--- config.mk ---
export PLATFORM = sky130hd
export DESIGN_NAME = bp_update_ctrl
export DESIGN_NICKNAME = d
export VERILOG_FILES = /design/src/rtl/bp_pkg.sv /design/src/rtl/bp_train_fifo.sv /design/src/rtl/bp_update_ctrl.sv
export SDC_FILE = /design/constraint.sdc
export NUM_CORES = 1
export LEC_CHECK = 0
export ABC_AREA = 1
export CORE_UTILIZATION = 30
export DETAILED_ROUTE_END_ITERATION = 6
export DONT_BUFFER_PORTS = 1
export GPL_TIMING_DRIVEN = 0
export SLEW_MARGIN = 20
export SYNTH_ARGS = -nofsm -noshare
export SYNTH_HDL_FRONTEND = slang
export SYNTH_SLANG_ARGS = --single-unit
--- constraint.sdc ---
create_clock -name clk_i -period 2.3 [get_ports clk_i]
set_input_delay 0.575 -clock clk_i [delete_from_list [all_inputs] [get_ports clk_i]]
set_output_delay 0.575 -clock clk_i [all_outputs]
set_load 0.02 [all_outputs]
--- src/rtl/bp_pkg.sv ---
// rtl/bp_pkg.sv - shared PHT constants, counter encodings and saturating update
package bp_pkg;

   localparam int IDX_WIDTH = 7;
   localparam int ENTRIES   = 1 << IDX_WIDTH;

   localparam logic [1:0] SN = 2'b00;
   localparam logic [1:0] WN = 2'b01;
   localparam logic [1:0] WT = 2'b10;
   localparam logic [1:0] ST = 2'b11;

   typedef enum logic {INIT, RUN} bp_state_e;

   function automatic logic [1:0] sat_update(input logic [1:0] ctr, input logic dir);
      logic [1:0] res;
      if (dir) res = (ctr == ST) ? ST : ctr + 2'b01;
      else     res = (ctr == SN) ? SN : ctr - 2'b01;
      return res;
   endfunction

endpackage

--- src/rtl/bp_train_fifo.sv ---
// rtl/bp_train_fifo.sv - synchronous training-record FIFO with flush and registered full
module bp_train_fifo
   import bp_pkg::*;
#(
   parameter int WIDTH = 8,
   parameter int DEPTH = 4
) (
   input  logic             clk_i,
   input  logic             rst,
   input  logic             push,
   input  logic             pop,
   input  logic             flush,
   input  logic [WIDTH-1:0] din,
   output logic             full,
   output logic             empty,
   output logic [WIDTH-1:0] head
);

   localparam int PW = $clog2(DEPTH);

   logic [WIDTH-1:0] mem_q [DEPTH];
   logic [WIDTH-1:0] mem_d [DEPTH];
   logic [PW-1:0]    rd_ptr_q, rd_ptr_d;
   logic [PW-1:0]    wr_ptr_q, wr_ptr_d;
   logic [PW:0]      count_q, count_d;
   logic             full_q, full_d;
   logic             do_push, do_pop;

   assign empty   = (count_q == '0);
   assign full    = full_q;
   assign head    = mem_q[rd_ptr_q];
   assign do_push = push & ~full_q;
   assign do_pop  = pop & ~empty;

   always_comb begin
      mem_d    = mem_q;
      rd_ptr_d = rd_ptr_q;
      wr_ptr_d = wr_ptr_q;
      count_d  = count_q;
      if (flush) begin
         rd_ptr_d = '0;
         wr_ptr_d = '0;
         count_d  = '0;
      end else begin
         if (do_push) begin
            mem_d[wr_ptr_q] = din;
            wr_ptr_d        = wr_ptr_q + PW'(1);
         end
         if (do_pop) rd_ptr_d = rd_ptr_q + PW'(1);
         case ({do_push, do_pop})
            2'b10:   count_d = count_q + (PW+1)'(1);
            2'b01:   count_d = count_q - (PW+1)'(1);
            default: count_d = count_q;
         endcase
      end
      full_d = (count_d == (PW+1)'(DEPTH));
   end

   always_ff @(posedge clk_i) begin
      if (rst) begin
         rd_ptr_q <= '0;
         wr_ptr_q <= '0;
         count_q  <= '0;
         full_q   <= 1'b0;
      end else begin
         rd_ptr_q <= rd_ptr_d;
         wr_ptr_q <= wr_ptr_d;
         count_q  <= count_d;
         full_q   <= full_d;
      end
   end

   // Storage needs no reset: entries are only read once the count says they were written.
   always_ff @(posedge clk_i) begin
      mem_q <= mem_d;
   end

endmodule

--- src/rtl/bp_update_ctrl.sv ---
// rtl/bp_update_ctrl.sv - PHT write-port scheduler: init/clear sweep, then serialised RMW training
module bp_update_ctrl
   import bp_pkg::*;
#(
   parameter int IDX_WIDTH  = 7,
   parameter int ENTRIES    = 128,
   parameter int FIFO_DEPTH = 4
) (
   input  logic                 clk_i,
   input  logic                 rst,
   input  logic                 clr_i,
   input  logic                 req_valid_i,
   output logic                 req_ready_o,
   input  logic [IDX_WIDTH-1:0] req_idx_i,
   input  logic                 req_dir_i,
   output logic [IDX_WIDTH-1:0] pht_ridx_o,
   input  logic [1:0]           pht_rdata_i,
   output logic                 pht_we_o,
   output logic [IDX_WIDTH-1:0] pht_widx_o,
   output logic [1:0]           pht_wdata_o,
   output logic                 init_busy_o
);

   bp_state_e            state_q, state_d;
   logic [IDX_WIDTH:0]   sweep_q, sweep_d;
   logic                 fifo_full, fifo_empty, fifo_push, fifo_pop;
   logic [IDX_WIDTH:0]   fifo_head;
   logic [IDX_WIDTH-1:0] head_idx;
   logic                 head_dir;
   logic                 we;

   assign head_idx    = fifo_head[IDX_WIDTH-1:0];
   assign head_dir    = fifo_head[IDX_WIDTH];
   assign req_ready_o = ~fifo_full & ~clr_i & ~rst;
   assign fifo_push   = req_valid_i & req_ready_o;
   assign pht_ridx_o  = head_idx;
   assign pht_we_o    = we & ~rst;
   assign init_busy_o = (state_q == INIT) | rst;

   bp_train_fifo #(
      .WIDTH (IDX_WIDTH + 1),
      .DEPTH (FIFO_DEPTH)
   ) u_fifo (
      .clk_i (clk_i),
      .rst   (rst),
      .push  (fifo_push),
      .pop   (fifo_pop),
      .flush (clr_i),
      .din   ({req_dir_i, req_idx_i}),
      .full  (fifo_full),
      .empty (fifo_empty),
      .head  (fifo_head)
   );

   always_comb begin
      state_d     = state_q;
      sweep_d     = sweep_q;
      fifo_pop    = 1'b0;
      we          = 1'b0;
      pht_widx_o  = head_idx;
      pht_wdata_o = sat_update(pht_rdata_i, head_dir);
      case (state_q)
         INIT: begin
            we          = 1'b1;
            pht_widx_o  = sweep_q[IDX_WIDTH-1:0];
            pht_wdata_o = WN;
            sweep_d     = sweep_q + (IDX_WIDTH+1)'(1);
            if (sweep_q == (IDX_WIDTH+1)'(ENTRIES - 1)) state_d = RUN;
         end
         RUN: begin
            if (!fifo_empty) begin
               fifo_pop = 1'b1;
               we       = 1'b1;
            end
         end
         default: state_d = INIT;
      endcase
      // The write of this cycle still lands; only the next state is overridden.
      if (clr_i) begin
         state_d = INIT;
         sweep_d = '0;
      end
   end

   always_ff @(posedge clk_i) begin
      if (rst) begin
         state_q <= INIT;
         sweep_q <= '0;
      end else begin
         state_q <= state_d;
         sweep_q <= sweep_d;
      end
   end

endmodule

==> parameters.txt, run 1 <==
Parameter                              Value

GRT
  Global-route wire length before repair    between 7000 and 8000 um
  Vias in the first global route    1482
  Overflow left after global routing    0
  Global-route usage over all layers    0.120
  Maximum number of pins on one net before global-route repair    19
  Initial antenna violation count    0

Yosys
  Average instance area after synthesis    9.08 um2
  Main combinational cell family by area after synthesis    simple AND/OR/NAND/NOR gates
  Top-area cell type share of the netlist area    0.415
  Flip-flop and latch count after synthesis    49
  Largest area contributor in the netlist    sky130_fd_sc_hd__edfxtp_1
  Share of synthesized area occupied by flip-flops and latches    0.562
  Share of synthesized cell area in full adder, half adder and majority cells    0.0411
  Number of warnings printed during yosys synthesis    0
  Synth Cell Area    roughly 2300 um2
  Simple logic cell fraction of the synthesized area    0.284
  Cell count after synthesis    about 260
  Cells taking the most area after synthesis    sky130_fd_sc_hd__edfxtp_1, sky130_fd_sc_hd__dfxtp_1, sky130_fd_sc_hd__nand2_1
  Parity-gate share of the synthesized area counting xor and xnor cells    0
  Mux contribution to synthesized area    0
  Number of distinct standard cells referenced by the synthesized netlist    26
  Compound-gate portion of the synthesized area    0.0389
  Post-Syn Nets    276

Cells and area
  Count of antenna diodes in the layout    0
  Filler Cells Inserted    789
  Commonest non-fill, non-tap cell in the layout    sky130_fd_sc_hd__nand2_1
  Post-route non-filler standard cell count    362
  Final cell area excluding filler cells    between 2000 and 3000 um2
  Area delta synth->final    9.83%
  Layout cell share with drive strength beyond 1    0.0951
  Share of the core filled with cells    0.345
  Total Nets Final    283
  Commonest non-fill, non-tap cells in the layout    sky130_fd_sc_hd__nand2_1, sky130_fd_sc_hd__nand3_1, sky130_fd_sc_hd__edfxtp_1

Timing
  Number of endpoints with negative hold slack in the final report    0
  Pin slew with the least headroom to its limit    0.839 ns
  Clock skew after layout    0.00405 ns
  Slew Viols, Final    0
  Relative slew slack    0.438
  Upper clock frequency limit    459 MHz
  Sum Neg Setup Slack    0 ns
  Shortest period the worst path allows    2.18 ns
  Finish-stage setup viols    0
  Ratio of final minimum period to clock period    0.947
  RSZ-0062 raised after global routing    false

Route
  Detailed Route WL    4730 um
  Uppermost signal routing layer after detailed routing    met4
  Detail Route met2 WL    2200 um
  Detailed Route Iter0 Violations    53
  WL met3    355 um
  Mean routed wirelength per cell    13.1 um
  Remaining antenna violation count after routing    0
  Ratio of routed vias to standard cells    4.52
  Met1 WL    2130 um
  DR DRC count    0
  Vias    1637
  Detailed-router iteration count before antenna repair    4

Hold path
  Hold crit path type    in2reg
  Worst min-delay path endpoint    u_fifo.count_q[0]
  Min-Delay Startpoint    rst
  Hold path cells    1

Placement
  Quantity of I/O buffers inserted on ports    0
  RePlAce Congestion    0.785
  Half-perimeter wire length after detailed placement    between 3000 and 4000 um
  Cell total after placement    354
  Area after detailed placement    2440 um2

Job
  Maximum Capacitance Violations    0

Clock network
  Number of buffers added by the clock tree synthesis step    5
  Hold buffer count at CTS    0
  Clock transition at the registers of the reported paths    0.10 ns
  TritonCTS clock tree    built
  Library cell used as clock root buffer    sky130_fd_sc_hd__clkbuf_8
  Number of sinks driven by the clock tree    49
  Htree depth    2
  Number of post-CTS setup repair buffers    0
  Bufs on Longest Clock Path    2
  Latest clock arrival within the worst-skew pair    0.31 ns

Worst setup path
  Register-to-register setup slack    about 0.38 ns
  Reg-to-Reg End    u_fifo.full
  CP max stage delay    0.38 ns
  Worst Reg-to-Reg Cells    9
  Maximum fanout encountered on the critical timing path    9
  Class of the most critical setup path    reg2out
  Launch instance of the worst register-to-register path    u_fifo.count_q[0]
  Required time worst endpoint    1.73 ns
  Crit start category    flip-flop
  Critical path's slowest cell    sky130_fd_sc_hd__dfxtp_1
  Cell mode on critical path    sky130_fd_sc_hd__nand2_1
  Worst EP arrival    1.60 ns
  Crit path cell chain    clkinvlp_4 > nand3_1 > and2_1 > nand2_1 > nand2_1
  Setup crit end kind    output pin

Floorplan
  Horizontal extent of the die    89.9 um
  Floorplan die area    8070 um2
  CORE AREA    7370 um2
  Initial Utilization    0.314
  Boundary Pins    33
  Chip Height    approximately 90 um
  Floorplan row count    31

Power and ir drop
  Worst IR Drop VDD    0.000243 V
  Ratio of total power to cell area    608 nW/um2
  Leakage    roughly 0.99 nW

Status
  Outcome    finished, final reports clean
[area by class of cell]
cell class              instances  area, um2  area share
inverters                      28        116      0.0457
flip-flops and latches         49       1300       0.512
well taps                      99        124      0.0487
clock inverters                 3       28.8      0.0113
clock buffers                   5       68.8      0.0271
multi-input cells             171        846       0.333
plain buffers                   7       58.8      0.0231
[flip-flops by register name, indices dropped and copies added (netlist names)]
name             cells
sweep_q              8
u_fifo.rd_ptr_q      2
u_fifo.mem_q        32
u_fifo.full          1
u_fifo.wr_ptr_q      2
state_q              1
u_fifo.count_q       3
[metal layers]
| metal | GRT usage | vias to the layer above |
|---|---|---|
| met3 | 0.0508 | 4 |
| met1 | 0.146 | 747 |
| li1 | - | 847 |
| met2 | 0.196 | 39 |
| met4 | 0.0323 | 0 |
| met5 | 0 | - |
[how the worst max path moves through the flow]
stage                       startpoint             to  slack, ns  depth (start not counted)
finish              u_fifo.rd_ptr_q[1]  pht_widx_o[5]       0.12                          5
global route        u_fifo.rd_ptr_q[1]  pht_widx_o[5]       0.03                          5
CTS                 u_fifo.rd_ptr_q[1]  pht_widx_o[1]      0.003                          5
detailed placement               clr_i    u_fifo.full       0.05                          7
global placement                 clr_i    u_fifo.full       0.07                          7
floorplan                        clr_i    u_fifo.full       0.34                          7
[power breakdown]
group | internal, W | switching, W | total [W]
registers | 0.000944 | 0.00000422 | 0.000948
logic | 0.0000150 | 0.0000375 | 0.0000525
clock network | 0.000228 | 0.000319 | 0.000547
[Yosys cell counts (all sizes together)]
cell    number
o21ai        8
inv         27
ha           6
nand4        2
fa           1
buf          5
nor3         2
nor2        23
or2          1
edfxtp      32
nand3       35
nand3b       1
dfxtp       17
clkbuf       2
a21oi       10
nand2       75
clkinv       1
and2         7
[critical path: cells and delay by family (launching register included)]
| kind | cells | cell delay (ns) |
|---|---|---|
| flip-flops | 1 | 0.38 |
| buffers and inverters | 1 | 0.23 |
| AND/OR/NAND/NOR | 4 | 0.69 |
[logic make-up (layout without fill, tap and decap cells)]
group           after synthesis  count (layout)
flops                        49              49
simple gates                146             146
buf+inv                      35              43
fa+ha+maj                     7               7
compound gates               18              18
[timing repair]
action	CTS	global route
endpoints found under the setup margin	0	4
hold endpoints to repair	0	0
resized for setup	0	4
[per-stage QoR]
stage	hold slack [ns]	setup WS, ns	power (W)
2_1_floorplan	0.475	0.342	0.00101
3_3_place_gp	0.497	0.0743	0.00102
3_5_place_dp	0.502	0.0501	0.00102
4_1_cts	0.315	0.00274	0.00156
5_1_grt	0.311	0.0339	0.00160
6_report	0.326	0.121	0.00155
(Power assumes the default switching activity.)
==> inputs of run 2 (changes only) <==
--- a/config.mk
+++ b/config.mk
@@ -9,6 +9,7 @@
 export CORE_UTILIZATION = 30
 export DETAILED_ROUTE_END_ITERATION = 6
 export DONT_BUFFER_PORTS = 1
+export GPL_ROUTABILITY_DRIVEN = 0
 export GPL_TIMING_DRIVEN = 0
 export SLEW_MARGIN = 20
 export SYNTH_ARGS = -nofsm -noshare
==> results of run 2 <==
No change in the layout: final DEF, timing and power equal those of run 1.
==> inputs of run 3 (changes only) <==
--- a/config.mk
+++ b/config.mk
@@ -5,13 +5,11 @@
 export SDC_FILE = /design/constraint.sdc
 export NUM_CORES = 1
 export LEC_CHECK = 0
-export ABC_AREA = 1
 export CORE_UTILIZATION = 30
 export DETAILED_ROUTE_END_ITERATION = 6
 export DONT_BUFFER_PORTS = 1
 export GPL_ROUTABILITY_DRIVEN = 0
 export GPL_TIMING_DRIVEN = 0
-export SLEW_MARGIN = 20
 export SYNTH_ARGS = -nofsm -noshare
 export SYNTH_HDL_FRONTEND = slang
 export SYNTH_SLANG_ARGS = --single-unit
==> run 3 against run 2 <==
- the flow now finishes with violations (negative setup slack)
- clock power up 14%
- flip-flop and latch count unchanged
- register-to-register slack worse by 0.29 ns
- core utilization up 1.3 points
- clock skew up 0.0028 ns
- worst hold slack better by 0.029 ns
- critical path type unchanged
- largest power group unchanged
==> parameters.txt, run 3 <==
Parameter                              Value

Timing
  Ratio of final minimum period to clock period    1.00
  Pin slew with the least headroom to its limit    0.498 ns
  Upper clock frequency limit    433 MHz
  Sum Neg Setup Slack    -0.0182 ns
  Shortest period the worst path allows    2.31 ns
  Relative slew slack    0.668
  PnR worst setup slack    -0.00914 ns
  RSZ-0062 raised after global routing    true
  Worst-case hold slack    between 0.3 and 0.4 ns
  Clock skew after layout    0.00685 ns
  Slew Viols, Final    0
  Finish-stage setup viols    3
  Number of endpoints with negative hold slack in the final report    0

Clock network
  Number of sinks driven by the clock tree    between 40 and 50
  Number of buffers added by the clock tree synthesis step    5
  Latest clock arrival within the worst-skew pair    ~0.31 ns
  Bufs on Longest Clock Path    2
  Htree depth    2
  Hold buffer count at CTS    0
  TritonCTS clock tree    built
  Clock transition at the registers of the reported paths    0.10 ns
  Library cell used as clock root buffer    sky130_fd_sc_hd__clkbuf_8

Route
  Detailed-router iteration count before antenna repair    4
  Detailed Route Iter0 Violations    36
  Ratio of routed vias to standard cells    4.69
  DR DRC count    0
  Mean routed wirelength per cell    15.3 um
  Remaining antenna violation count after routing    0
  Detailed Route WL    3970 um
  Vias    1216

Yosys
  Average instance area after synthesis    14.1 um2
  Synth Cell Area    approximately 2200 um2
  Share of synthesized area occupied by flip-flops and latches    0.604
  Most frequent cells after synthesis    sky130_fd_sc_hd__edfxtp_1, sky130_fd_sc_hd__dfxtp_1, sky130_fd_sc_hd__nor2_1
  Number of warnings printed during yosys synthesis    0
  Async set or reset register ratio after synthesis    0
  Top-area cell type share of the netlist area    0.446
  Number of distinct standard cells referenced by the synthesized netlist    38
  Post-Syn Nets    174
  Number of enable-type register cells in the synthesized netlist    32
  Prevailing post-synth register cell    sky130_fd_sc_hd__edfxtp_1
  Most frequent cell after synthesis    sky130_fd_sc_hd__edfxtp_1
  Cells taking the most area after synthesis    sky130_fd_sc_hd__edfxtp_1, sky130_fd_sc_hd__dfxtp_1, sky130_fd_sc_hd__mux4_2
  Flip-flop and latch count after synthesis    49
  Cell count after synthesis    approximately 150
  Largest area contributor in the netlist    sky130_fd_sc_hd__edfxtp_1

Worst setup path
  Worst EP arrival    1.73 ns
  Maximum fanout encountered on the critical timing path    9
  Setup crit end kind    output pin
  Required time worst endpoint    1.73 ns
  Crit start category    flip-flop
  Class of the most critical setup path    reg2out

Power and ir drop
  Worst IR Drop VDD    ~0.00022 V
  Leakage    between 0.8 and 0.9 nW
  Ratio of total power to cell area    approximately 660 nW/um2

Floorplan
  Initial Utilization    0.313
  Chip Height    86.7 um
  CORE AREA    6870 um2
  Horizontal extent of the die    86.7 um
  Floorplan die area    roughly 7500 um2
  Floorplan row count    30
  Boundary Pins    33

Cells and area
  Max FFs per register    32
  Share of the core filled with cells    0.359
  Largest register by flop count    u_fifo.mem_q
  Area delta synth->final    14.4%
  Count of antenna diodes in the layout    0
  Layout cell share with drive strength beyond 1    0.239
  Registers with the most flip-flops    u_fifo.mem_q (32), sweep_q (8), u_fifo.count_q (3)
  Commonest non-fill, non-tap cell in the layout    sky130_fd_sc_hd__edfxtp_1
  Commonest non-fill, non-tap cells in the layout    sky130_fd_sc_hd__edfxtp_1, sky130_fd_sc_hd__dfxtp_1, sky130_fd_sc_hd__nor2_1
  Total Nets Final    approximately 180

Placement
  Worst setup timing slack at the placement stage    -0.176 ns
  Quantity of I/O buffers inserted on ports    0

GRT
  Global-route usage over all layers    0.117
  Global-route wire length before repair    ~6300 um
  Maximum number of pins on one net before global-route repair    17
  Overflow left after global routing    0
  Initial antenna violation count    0
  Vias in the first global route    1215

Status
  Outcome    finished with violations
  Violated checks    negative setup slack

Hold path
  Hold crit path type    in2reg

Job
  Maximum Capacitance Violations    0
## run 3: cell types whose count changed after synthesis, sizes merged, moves of 4 or more
cell,change
nand2,-67
xor2,+5
o21ai,-4
nor2,-9
nand3,-35
inv,-21
mux2,+6
a21oi,-4
mux4,+8
## run 3: cell type report
cell class | instances | area, um2
fillers | 657 | 4410
flip-flops and latches | 49 | 1300
multi-input cells | 92 | 838
well taps | 96 | 120
clock buffers | 6 | 72.6
plain buffers | 5 | 45.0
clock inverters | 2 | 38.8
repair buffers | 3 | 22.5
inverters | 6 | 22.5
## run 3: kinds of logic (layout without fill, tap and decap cells)
kind of cell / after synthesis / in the layout / share of synthesized area
xor+xnor: 8 / 8 / 0.0325
flops: 49 / 49 / 0.604
mux: 17 / 17 / 0.129
compound gates: 18 / 18 / 0.0540
buf+inv: 12 / 22 / 0.0256
simple gates: 42 / 42 / 0.110
fa+ha+maj: 7 / 7 / 0.0442
## run 3: repair_timing
item | in CTS | in global routing
endpoints found under the hold margin | 0 | 0
endpoints found under the setup margin | 9 | 9
buffers inserted | 2 | 1
gates resized for setup | 16 | 3
pin swaps | 0 | 2
gates cloned | 0 | 0
## run 3: per-layer routing
metal | track usage | vias up | routed length [um]
li1 | - | 585 | -
met1 | 0.142 | 598 | 1730
met2 | 0.184 | 26 | 1870
met3 | 0.0495 | 7 | 279
met4 | 0.0485 | 0 | 91
met5 | 0 | - | 0
## run 3: where the power goes
| group | switching [W] | internal [W] |
|---|---|---|
| clock | 0.000292 | 0.000329 |
| combinational | 0.0000317 | 0.0000192 |
| sequential | 0.00000511 | 0.000943 |
| total | 0.000329 | 0.00129 |
## run 3: final timing paths
check,slack [ns],to,from,cells after the start
worst max-delay path,-0.009,pht_widx_o[1],u_fifo.rd_ptr_q[0],3
worst max register to register,0.09,u_fifo.full,u_fifo.full,7
worst min-delay path,0.35,u_fifo.mem_q[11],req_idx_i[3],0
worst min register to register,0.49,sweep_q[7],sweep_q[7],2
## run 3: critical path, stage by stage, from the launching register on
cell and delay (ns):
sky130_fd_sc_hd__dfxtp_2 0.35, sky130_fd_sc_hd__buf_12 0.13, sky130_fd_sc_hd__mux4_2 0.61, sky130_fd_sc_hd__mux2_4 0.34
## run 3: through the flow
step	power, W	instance area (um2)	std cells
final	0.00162	2460	259
after detailed placement	0.00102	2280	249
after global routing	0.00167	2460	259
after global placement	0.00102	2280	249
after floorplan	0.00101	2160	153
after CTS	0.00164	2440	258
